`src/rtl/seq_detect_pkg.sv`:
```
`default_nettype none
// ============================================================================
//  Module   : seq_detect_pkg
//  Purpose  : Shared types and default constants for the seq_detect_arbiter
//             slice: FSM state encoding, default word/pattern geometry and the
//             requester-id type.
//  Revision : 1.0  initial release
// ============================================================================
package seq_detect_pkg;

   typedef enum logic [1:0] {
      IDLE  = 2'd0,
      SHIFT = 2'd1,
      DONE  = 2'd2
   } state_e;

   localparam int                   DEF_WORD_W  = 8;
   localparam int                   DEF_PAT_W   = 4;
   localparam logic [DEF_PAT_W-1:0] DEF_PATTERN = 4'b1101;

   // Requester index: 0 or 1.
   typedef logic req_id_t;

endpackage
`default_nettype wire

```
`src/rtl/seq_detect_arbiter_pattern_window.sv`:
```
`default_nettype none
// ============================================================================
//  Module   : pattern_window
//  Purpose  : Sliding PAT_W-bit window over a serial bit stream. The newest bit
//             enters at the LSB, so the oldest bit sits at the window MSB.
//             A fill counter suppresses matches until the window holds PAT_W
//             valid bits of the current word.
//  Ports    : clk      - rising-edge clock
//             rst      - asynchronous active-low reset
//             clr      - synchronous clear of window and fill count
//             shift_en - shift bit_in into the window this cycle
//             bit_in   - serial input bit
//             match    - combinational: this cycle's shift completes PATTERN
//  Revision : 1.0  initial release
// ============================================================================
module pattern_window
   import seq_detect_pkg::*;
#(
   parameter int               PAT_W   = DEF_PAT_W,
   parameter logic [PAT_W-1:0] PATTERN = DEF_PATTERN
) (
   input  logic clk,
   input  logic rst,
   input  logic clr,
   input  logic shift_en,
   input  logic bit_in,
   output logic match
);

   localparam int FILL_W = $clog2(PAT_W + 1);

   logic [PAT_W-1:0]  win_q;
   logic [FILL_W-1:0] fill_q;
   logic [PAT_W-1:0]  win_d;
   logic [FILL_W-1:0] fill_d;

   // Match is judged on the window as it will look after this shift.
   always_comb begin
      win_d  = {win_q[PAT_W-2:0], bit_in};
      fill_d = (fill_q == FILL_W'(PAT_W)) ? fill_q : fill_q + FILL_W'(1);
   end

   assign match = shift_en && (fill_d == FILL_W'(PAT_W)) && (win_d == PATTERN);

   always_ff @(posedge clk or negedge rst) begin
      if (!rst) begin
         win_q  <= '0;
         fill_q <= '0;
      end else if (clr) begin
         win_q  <= '0;
         fill_q <= '0;
      end else if (shift_en) begin
         win_q  <= win_d;
         fill_q <= fill_d;
      end
   end

endmodule
`default_nettype wire

```
`src/rtl/seq_detect_arbiter.sv`:
```
`default_nettype none
// ============================================================================
//  Module   : seq_detect_arbiter
//  Purpose  : Round-robin shares one serial pattern detector between two
//             word requesters. An accepted word is shifted MSB-first through
//             the window, one bit per clock; matches are counted and a
//             one-cycle result tagged with the requester id is returned.
//  Ports    : clk, rst (async active-low)
//             req{0,1}_valid/_data/_ready - word handshake per requester
//             res_valid/res_id/res_count/res_hit - one-cycle result strobe
//             ser_bit/ser_z - last shifted bit and its match flag
//             busy - FSM not idle
//             total_matches - saturating match accumulator (only when
//                             SEQ_DETECT_TOTAL_EN is defined)
//  Revision : 1.0  initial release
// ============================================================================
module seq_detect_arbiter
   import seq_detect_pkg::*;
#(
   parameter  int               WORD_W  = DEF_WORD_W,
   parameter  int               PAT_W   = DEF_PAT_W,
   parameter  logic [PAT_W-1:0] PATTERN = DEF_PATTERN,
   localparam int               CNT_W   = $clog2(WORD_W + 1)
) (
   input  logic              clk,
   input  logic              rst,
   input  logic              req0_valid,
   input  logic [WORD_W-1:0] req0_data,
   output logic              req0_ready,
   input  logic              req1_valid,
   input  logic [WORD_W-1:0] req1_data,
   output logic              req1_ready,
   output logic              res_valid,
   output logic              res_id,
   output logic [CNT_W-1:0]  res_count,
   output logic              res_hit,
   output logic              ser_bit,
   output logic              ser_z,
`ifdef SEQ_DETECT_TOTAL_EN
   output logic [15:0]       total_matches,
`endif
   output logic              busy
);

   state_e            state_q;
   req_id_t           last_grant_q;
   req_id_t           id_q;
   logic [WORD_W-1:0] shreg_q;
   logic [CNT_W-1:0]  bitcnt_q;
   logic [CNT_W-1:0]  cnt_q;
   logic              res_valid_q;
   req_id_t           res_id_q;
   logic [CNT_W-1:0]  res_count_q;
   logic              res_hit_q;
   logic              ser_bit_q;
   logic              ser_z_q;

   req_id_t           grant_d;
   logic              idle;
   logic              accept;
   logic              shift_en;
   logic              shift_bit;
   logic              match;
   logic [WORD_W-1:0] word_d;

   // Round-robin: a lone requester wins; on a tie the one not served last.
   always_comb begin
      if (req0_valid && req1_valid) begin
         grant_d = ~last_grant_q;
      end else if (req1_valid) begin
         grant_d = 1'b1;
      end else begin
         grant_d = 1'b0;
      end
   end

   assign idle       = (state_q == IDLE);
   // Gated by rst so both readys drop the instant reset asserts.
   assign req0_ready = rst && idle && req0_valid && !grant_d;
   assign req1_ready = rst && idle && req1_valid &&  grant_d;
   assign accept     = req0_ready || req1_ready;
   assign word_d     = grant_d ? req1_data : req0_data;
   assign shift_en   = (state_q == SHIFT);
   assign shift_bit  = shreg_q[WORD_W-1];

   pattern_window #(
      .PAT_W   (PAT_W),
      .PATTERN (PATTERN)
   ) u_window (
      .clk      (clk),
      .rst      (rst),
      .clr      (accept),
      .shift_en (shift_en),
      .bit_in   (shift_bit),
      .match    (match)
   );

`ifdef SEQ_DETECT_TOTAL_EN
   logic [15:0] total_q;
   logic [16:0] total_sum;
   assign total_sum     = {1'b0, total_q} + 17'(cnt_q);
   assign total_matches = total_q;
`endif

   always_ff @(posedge clk or negedge rst) begin
      if (!rst) begin
         state_q      <= IDLE;
         last_grant_q <= 1'b1;
         id_q         <= 1'b0;
         shreg_q      <= '0;
         bitcnt_q     <= '0;
         cnt_q        <= '0;
         res_valid_q  <= 1'b0;
         res_id_q     <= 1'b0;
         res_count_q  <= '0;
         res_hit_q    <= 1'b0;
         ser_bit_q    <= 1'b0;
         ser_z_q      <= 1'b0;
`ifdef SEQ_DETECT_TOTAL_EN
         total_q      <= '0;
`endif
      end else begin
         res_valid_q <= 1'b0;
         case (state_q)
            IDLE: begin
               if (accept) begin
                  shreg_q      <= word_d;
                  id_q         <= grant_d;
                  last_grant_q <= grant_d;
                  cnt_q        <= '0;
                  bitcnt_q     <= CNT_W'(WORD_W);
                  state_q      <= SHIFT;
               end
            end
            SHIFT: begin
               shreg_q   <= {shreg_q[WORD_W-2:0], 1'b0};
               ser_bit_q <= shift_bit;
               ser_z_q   <= match;
               if (match) begin
                  cnt_q <= cnt_q + CNT_W'(1);
               end
               bitcnt_q <= bitcnt_q - CNT_W'(1);
               if (bitcnt_q == CNT_W'(1)) begin
                  state_q <= DONE;
               end
            end
            DONE: begin
               res_valid_q <= 1'b1;
               res_id_q    <= id_q;
               res_count_q <= cnt_q;
               res_hit_q   <= (cnt_q != '0);
               ser_z_q     <= 1'b0;
`ifdef SEQ_DETECT_TOTAL_EN
               total_q     <= total_sum[16] ? 16'hFFFF : total_sum[15:0];
`endif
               state_q     <= IDLE;
            end
            default: begin
               state_q <= IDLE;
            end
         endcase
      end
   end

   assign res_valid = res_valid_q;
   assign res_id    = res_id_q;
   assign res_count = res_count_q;
   assign res_hit   = res_hit_q;
   assign ser_bit   = ser_bit_q;
   assign ser_z     = ser_z_q;
   assign busy      = !idle;

endmodule
`default_nettype wire

```
`config.mk`:
```
export PLATFORM = sky130hd
export DESIGN_NAME = seq_detect_arbiter
export DESIGN_NICKNAME = d
export VERILOG_FILES = /design/src/rtl/seq_detect_pkg.sv /design/src/rtl/seq_detect_arbiter_pattern_window.sv /design/src/rtl/seq_detect_arbiter.sv
export SDC_FILE = /design/constraint.sdc
export NUM_CORES = 1
export LEC_CHECK = 0
export ABC_AREA = 1
export CAP_MARGIN = 20
export CORE_UTILIZATION = 52
export CTS_CLUSTER_SIZE = 40
export DETAILED_ROUTE_END_ITERATION = 6
export PLACE_DENSITY_LB_ADDON = 0.08
export SLEW_MARGIN = 20
export SYNTH_ARGS = -nofsm -noshare
export SYNTH_HDL_FRONTEND = slang
export SYNTH_SLANG_ARGS = --single-unit
```
`constraint.sdc`:
```
create_clock -name clk -period 2 [get_ports clk]
set_input_delay 0.5 -clock clk [delete_from_list [all_inputs] [get_ports clk]]
set_output_delay 0.5 -clock clk [all_outputs]
set_load 0.02 [all_outputs]
```
==> results by group <==
Clock tree
  • Clk buf depth: 2
  • Clock slew at reported path FFs: roughly 0.12 ns
  • CTS Root Buffer Type: clkbuf_4
  • Clk sinks: 35
  • CTS Buf Count: 5
  • CTS tree: built
  • Number of H-tree levels: 2
  • Clock Latency Late Sink: around 0.35 ns
  • # hold bufs at CTS: 0

Die
  • Die Footprint: ~3800 sq um
  • Cell Rows: 21
  • Core Area: around 3400 sq um
  • Die X: about 60 microns
  • # IOs: 32
  • Starting Density: between 50% and 60%
  • Chip height: 61.8 microns

Finish
  • Fin nets: 310
  • Layout cell share with drive strength beyond 1: roughly 15%
  • Area Growth Syn to Fin: 29.7%
  • Diode count: 0
  • Post-Layout Cell Count: approximately 330

Detailed routing
  • Drt total wl: around 3700 microns
  • Vias/cell: roughly 5
  • Final ANT Viol Nets: 0
  • Wire per inst: 11.4 microns
  • Starting DRT DRC Count: 65
  • DR pass1 iterations: 4
  • Via Count: roughly 1,600
  • # DRC: 0

Timing
  • Final Max Tran Viols: 0
  • Hold WS: between 0.4 and 0.5 ns
  • Worst slew pin tran: 0.439 ns
  • PnR worst setup slack: around 0.074 ns
  • Crit path time final: about 1.9 ns
  • Slew margin rel.: between 70% and 80%
  • Final hold vios: 0
  • Achievable frequency: between 500 and 600 MHz
  • Final Cycle Share: between 90% and 100%
  • RSZ-0062 raised after global routing: no
  • Clock Skews: approximately 0.015 ns
  • Final setup viols: 0

Worst setup path
  • Maximum fanout along the worst path: 3
  • Cell breakdown of the critical path: clkdlybuf4s50_1 > nand2_1 > nand2_2 > inv_2 > nor2_4 > buf_4
  • Critical Path RT: 1.50 ns
  • Crit. End Element: output port
  • Buf/Inv on CP: 3
  • Max stage delay on crit path: between 0.4 and 0.5 ns
  • Startpoint types: primary input
  • Crit path DAT: between 1 and 1.5 ns
  • CP delay by family, top: buffers and inverters
  • Slowest CP cell: clkdlybuf4s50_1
  • Critical Setup Path Class: in -> out

Global routing
  • Grt ovf: 0
  • Largest net degree at the start of global routing: 36
  • Total track usage: approximately a fifth
  • Initial antenna violation count: 0
  • First-pass GRT wire length: 5660 microns
  • Vias in the first global route: around 1,300

Pwr
  • Leak pwr: about 1.2 nW
  • VDD IR max: ~0.0011 V
  • PwrDens: ~1500 nW/um^2

Yosys
  • Count leader, synth: nand2_1
  • Mapped cell area: 1860 sq um
  • Yosys cell types: 25
  • Syn Inst Count: roughly 230
  • Share of flip-flops with an asynchronous set or reset: 100%
  • Seq cells post-synth: 35
  • Largest cells by area after synthesis: dfrtp_1 46%, nand2_1 15%, ha_1 7.4%, nand3_1 6.7%, inv_1 4.0%
  • Post-synth top cells: 74 x nand2_1, 34 x dfrtp_1, 25 x nand3_1
  • Most common flop cell mapped by yosys: dfrtp_1
  • Yosys top cell area share: between 40% and 50%
  • Sequential fraction of the synthesis area: 47.1%
  • Syn_nets: 262
  • Synth Area per Inst: 8.06 sq um
  • Synth Warn #: 0
  • Post-synth EDFFs: 0
  • Dominant cell type by area after synthesis: dfrtp_1

Min path
  • Min-Delay Path Class: reg -> reg

Placement
  • Input/output buffers: 31
  • GPL Wtd Cong: slightly below 0.8
  • Detailed placement HPWL: approximately 2600 microns
  • Placed insts: 317
  • Post-placement worst setup slack: -0.409 ns

Outcome
  • Status: finished, final reports clean

Run
  • Max_cap viols: 0
[logic make-up (layout without fill, tap and decap cells)]
| kind of cell | after synthesis | in the layout | share of synthesized area (%) |
|---|---|---|---|
| adder cells (fa/ha/maj) | 11 | 11 | 7.39 |
| XOR/XNOR | 4 | 4 | 1.88 |
| AO/OA/AOI/OAI | 25 | 25 | 6.86 |
| AND/OR/NAND/NOR | 129 | 129 | 30.7 |
| buffers and inverters | 27 | 76 | 6.05 |
| flip-flops | 35 | 35 | 47.1 |
[worst register-to-register path: cells and delay by family (launching register included)]
family / cells / cell delay, ns
fa+ha+maj: 1 / 0.23
buf+inv: 2 / 0.20
flops: 1 / 0.40
simple gates: 7 / 0.80
[area by class of cell]
type	instances	area, sq um
Clock buffer	5	37.5
Clock inverter	3	67.6
Fill cell	274	975
Inverter	22	82.6
Multi-Input combinational cell	169	880
Sequential cell	35	877
Tap cell	46	57.6
Timing Repair Buffer	46	413
[metrics by stage]
stage / utilization [%] / area (sq um) / TNS [ns] / power (mW)
after global placement: 68.0 / 2300 / -0.676 / 2.88
after CTS: 71.1 / 2410 / 0 / 3.58
after detailed placement: 68.0 / 2300 / -0.739 / 2.92
after floorplan: - / 1860 / 0 / 2.36
after global routing: 71.2 / 2410 / 0 / 3.87
final: 71.2 / 2410 / 0 / 3.56
[routing by layer]
| layer | global-route usage, % | part of all wire, % | vias to the layer above |
|---|---|---|---|
| li1 | - | - | 828 |
| met5 | 0 | 0 | - |
| met3 | 6.63 | 4.8 | 9 |
| met1 | 28.2 | 47 | 737 |
| met2 | 32.1 | 46 | 34 |
| met4 | 7.62 | 1.8 | 0 |
[sequential cells by signal, summed over array words and instances, names as in the netlist, 2 cells and up]
name	flops
state_q	2
u_window.win_q	3
u_window.fill_q	3
shreg_q	8
res_count	4
cnt_q	4
bitcnt_q	4
[report_power, final]
part           total, mW  switching (mW)  internal [mW]
registers           1.16           0.157           1.01
logic               1.75            1.02          0.731
clock network      0.641           0.252          0.388
total               3.56            1.43           2.13
[what timing repair did]
action                                 CTS  global route
resized for setup                       13             3
endpoints found under the hold margin    0             0
setup endpoints to repair                3             3
setup buffers                            0             1
[placed cells by master, fill, tap and decap left out, types with 2 or more instances in the layout]
| cell | instances |
|---|---|
| bufinv_16 | 2 |
| or2_1 | 3 |
| dfrtp_1 | 34 |
| xor2_1 | 3 |
| o21ai_0 | 7 |
| buf_4 | 17 |
| nand3_1 | 24 |
| nor2_1 | 17 |
| a21oi_1 | 12 |
| or2_2 | 4 |
| inv_1 | 20 |
| clkdlybuf4s50_1 | 28 |
| o21ai_1 | 4 |
| inv_2 | 2 |
| nand2_2 | 2 |
| clkbuf_4 | 5 |
| ha_1 | 10 |
| nand2_1 | 74 |
[path summary, 6_finish.rpt]
check | from | end | slack (ns) | cells past startpoint
max in group asynchronous | rst | shreg_q[6] | 1.02 | 2
max | req0_valid | req0_ready | 0.07 | 6
min | last_grant_q | last_grant_q | 0.49 | 2
min in group asynchronous | rst | res_count[2] | 0.64 | 2
max reg2reg | state_q[1] | cnt_q[3] | 0.28 | 10
min reg2reg | last_grant_q | last_grant_q | 0.49 | 2
(Power assumes the default switching activity.)
==> edit (config.mk and constraints unchanged) <==
Put one more register stage on the output `res_count`, with the module's reset. The value now appears one clock later. The other outputs are not delayed to match. Comments in the files are not updated.
--- a/src/rtl/seq_detect_arbiter.sv
+++ b/src/rtl/seq_detect_arbiter.sv
@@ -164,7 +164,13 @@
 
    assign res_valid = res_valid_q;
    assign res_id    = res_id_q;
-   assign res_count = res_count_q;
+   always_ff @(posedge clk or negedge rst) begin
+      if (!rst) begin
+         res_count <= '0;
+      end else begin
+         res_count <= res_count_q;
+      end
+   end
    assign res_hit   = res_hit_q;
    assign ser_bit   = ser_bit_q;
    assign ser_z     = ser_z_q;
Function: no difference found for any inputs over 10 cycles, from zero or initial values and one cycle with rst low; that may be too few to reach the edited logic, so the function may still have changed.
==> edit against the unedited design <==
  * Design area up 2.2%
  * Routed wire length up 2.4%
  * Register-to-register slack better by 0.12 ns
  * Area after synthesis up 4.6%
  * Setup slack got worse by 0.026 ns
  * Count of clock-buffer cells in the layout did not move
  * Sequential cell count up 4
  * Total power down 9.6%
  * Clock power down 18%
  * Maximum frequency is 1.3% lower
  * Critical path type is now reg2out
  * Worst hold slack got worse by 0.30 ns
  * Non-clock buffer count fell by 1
==> edit: results (changes against the unedited design) <==
Global route
  – Largest net degree at the start of global routing: 38 (was 36)
  – Vias in the first global route: 1,649 (was 1,304)
  – First-pass GRT wire length: 6.92 mm (was 5.66 mm)

Synth
  – Most frequent cells after synthesis: nand2_1, dfrtp_1, nand3_1, inv_1, o21ai_0 (was nand2_1, dfrtp_1, nand3_1, inv_1, nor2_1)
  – Cell variety after synth: 28 (was 25)
  – Net Count, Synth: 257 (was 262)
  – Multiplexer share of the synthesized area: 0.514% (was 0%)
  – Xor-xnor portion of the synthesized cell area: 0.899% (was 1.88%)
  – Synth top area cells: dfrtp_1, nand2_1, ha_1, nand3_1, o21ai_0 (was dfrtp_1, nand2_1, ha_1, nand3_1, inv_1)
  – Post-synthesis compound-gate area fraction: 8.67% (was 6.85%)
  – Synth Instances: 226 (was 231)
  – Adder-cell share of the synthesized area: 7.06% (was 7.39%)

Clocking
  – Clock Latency Late Sink: 0.29 ns (was 0.35 ns)
  – Clk root buf: clkbuf_8 (was clkbuf_4)
  – Worst-path clk slew: 0.08 ns (was 0.12 ns)

Worst setup path
  – Worst reg-to-reg setup slack: 0.40 ns (was 0.28 ns)
  – Worst r2r dst: cnt_q[2] (was cnt_q[3])
  – Worst Path Arrival: 1.45 ns (was 1.43 ns)
  – Slowest CP cell: dfrtp_1 (was clkdlybuf4s50_1)
  – Max incr delay on CP: 0.38 ns (was 0.49 ns)
  – Reg2reg start: u_window.fill_q[0] (was state_q[1])

Place
  – Placed Area: 2380 um^2 (was 2300 um^2)
  – Cells after DPL: 311 (was 317)
  – Post-detail-place hpwl: 2.86 mm (was 2.63 mm)
  – Pre-CTS setup slack: -0.431 ns (was -0.409 ns)
  – Placer Congestion: 0.826 (was 0.796)

Timing
  – Slew @ Worst Pin: 0.443 ns (was 0.439 ns)
  – Clk_skew: 0.00231 ns (was 0.0155 ns)
  – Final hold slack: 0.185 ns (was 0.486 ns)

Power and ir drop
  – Pleak: 1.22 nW (was 1.20 nW)

Detailed routing
  – 1st-iter DRT viols: 79 (was 65)
  – Vias/cell: 5.09 (was 4.93)

Outcome
  – Status: completed (unchanged)

Layout
  – Filler Cells Inserted: 295 (was 274)
  – Finished Layout Cells: 319 (was 326)
  – Layout cell share with drive strength beyond 1: 12.8% (was 14.6%)

Min path
  – Hold WC Path Type: in2async (was reg2reg)
edit: cell count changes in the layout (fill, tap and decap cells not counted), sizes merged, moves of 3 or more:
cell | before | now
o21ai | 11 | 25
nand2 | 77 | 65
nor2 | 20 | 13
or2 | 7 | 0
a21oi | 12 | 6
dfrtp | 34 | 38
nand3 | 25 | 29
clkdlybuf4s50 | 28 | 25
nand4 | 0 | 3
edit: final cells by class:
cell class / instances / area share (%)
Multi-Input combinational cell: 159 / 34.5
Inverter: 22 / 3.35
Tap cell: 46 / 2.33
Clock inverter: 3 / 0.811
Sequential cell: 39 / 39.6
Timing Repair Buffer: 45 / 16.6
Clock buffer: 5 / 2.79
edit: what timing repair did:
item	CTS	global route
pin swaps	0	0
setup endpoints to repair	3	2
hold buffers	0	0
gates cloned	0	0
gates resized for setup	9	2
edit: report_power, final:
part           total, mW  internal [mW]  switching, mW
logic               1.48          0.601          0.875
clock network      0.527          0.242          0.285
registers           1.21           1.06          0.153
total               3.22           1.90           1.31
edit: worst max-delay path by stage:
stage,from,to,slack [ns],cells after the start
detailed placement,req0_valid,req0_ready,-0.43,4
global route,state_q[0],busy,0.009,5
floorplan,state_q[0],req0_ready,0.22,4
finish,state_q[0],busy,0.05,5
CTS,req1_valid,req1_ready,0.03,4
global placement,req0_valid,req0_ready,-0.37,4
edit: routing by layer:
metal,global-route usage (%),routed length [um],vias up
met4,10.2,67,0
met1,26.9,1710,763
met3,3.99,141,8
li1,-,-,824
met2,39.9,1880,30
met5,0,0,-
edit: worst reg2reg max path, delay by kind of cell, from the launching register on:
| kind | cells | cell delay (ns) |
|---|---|---|
| adders and majority gates | 1 | 0.31 |
| buffers and inverters | 1 | 0.07 |
| DFF | 1 | 0.40 |
| and+or+nand+nor | 8 | 0.70 |
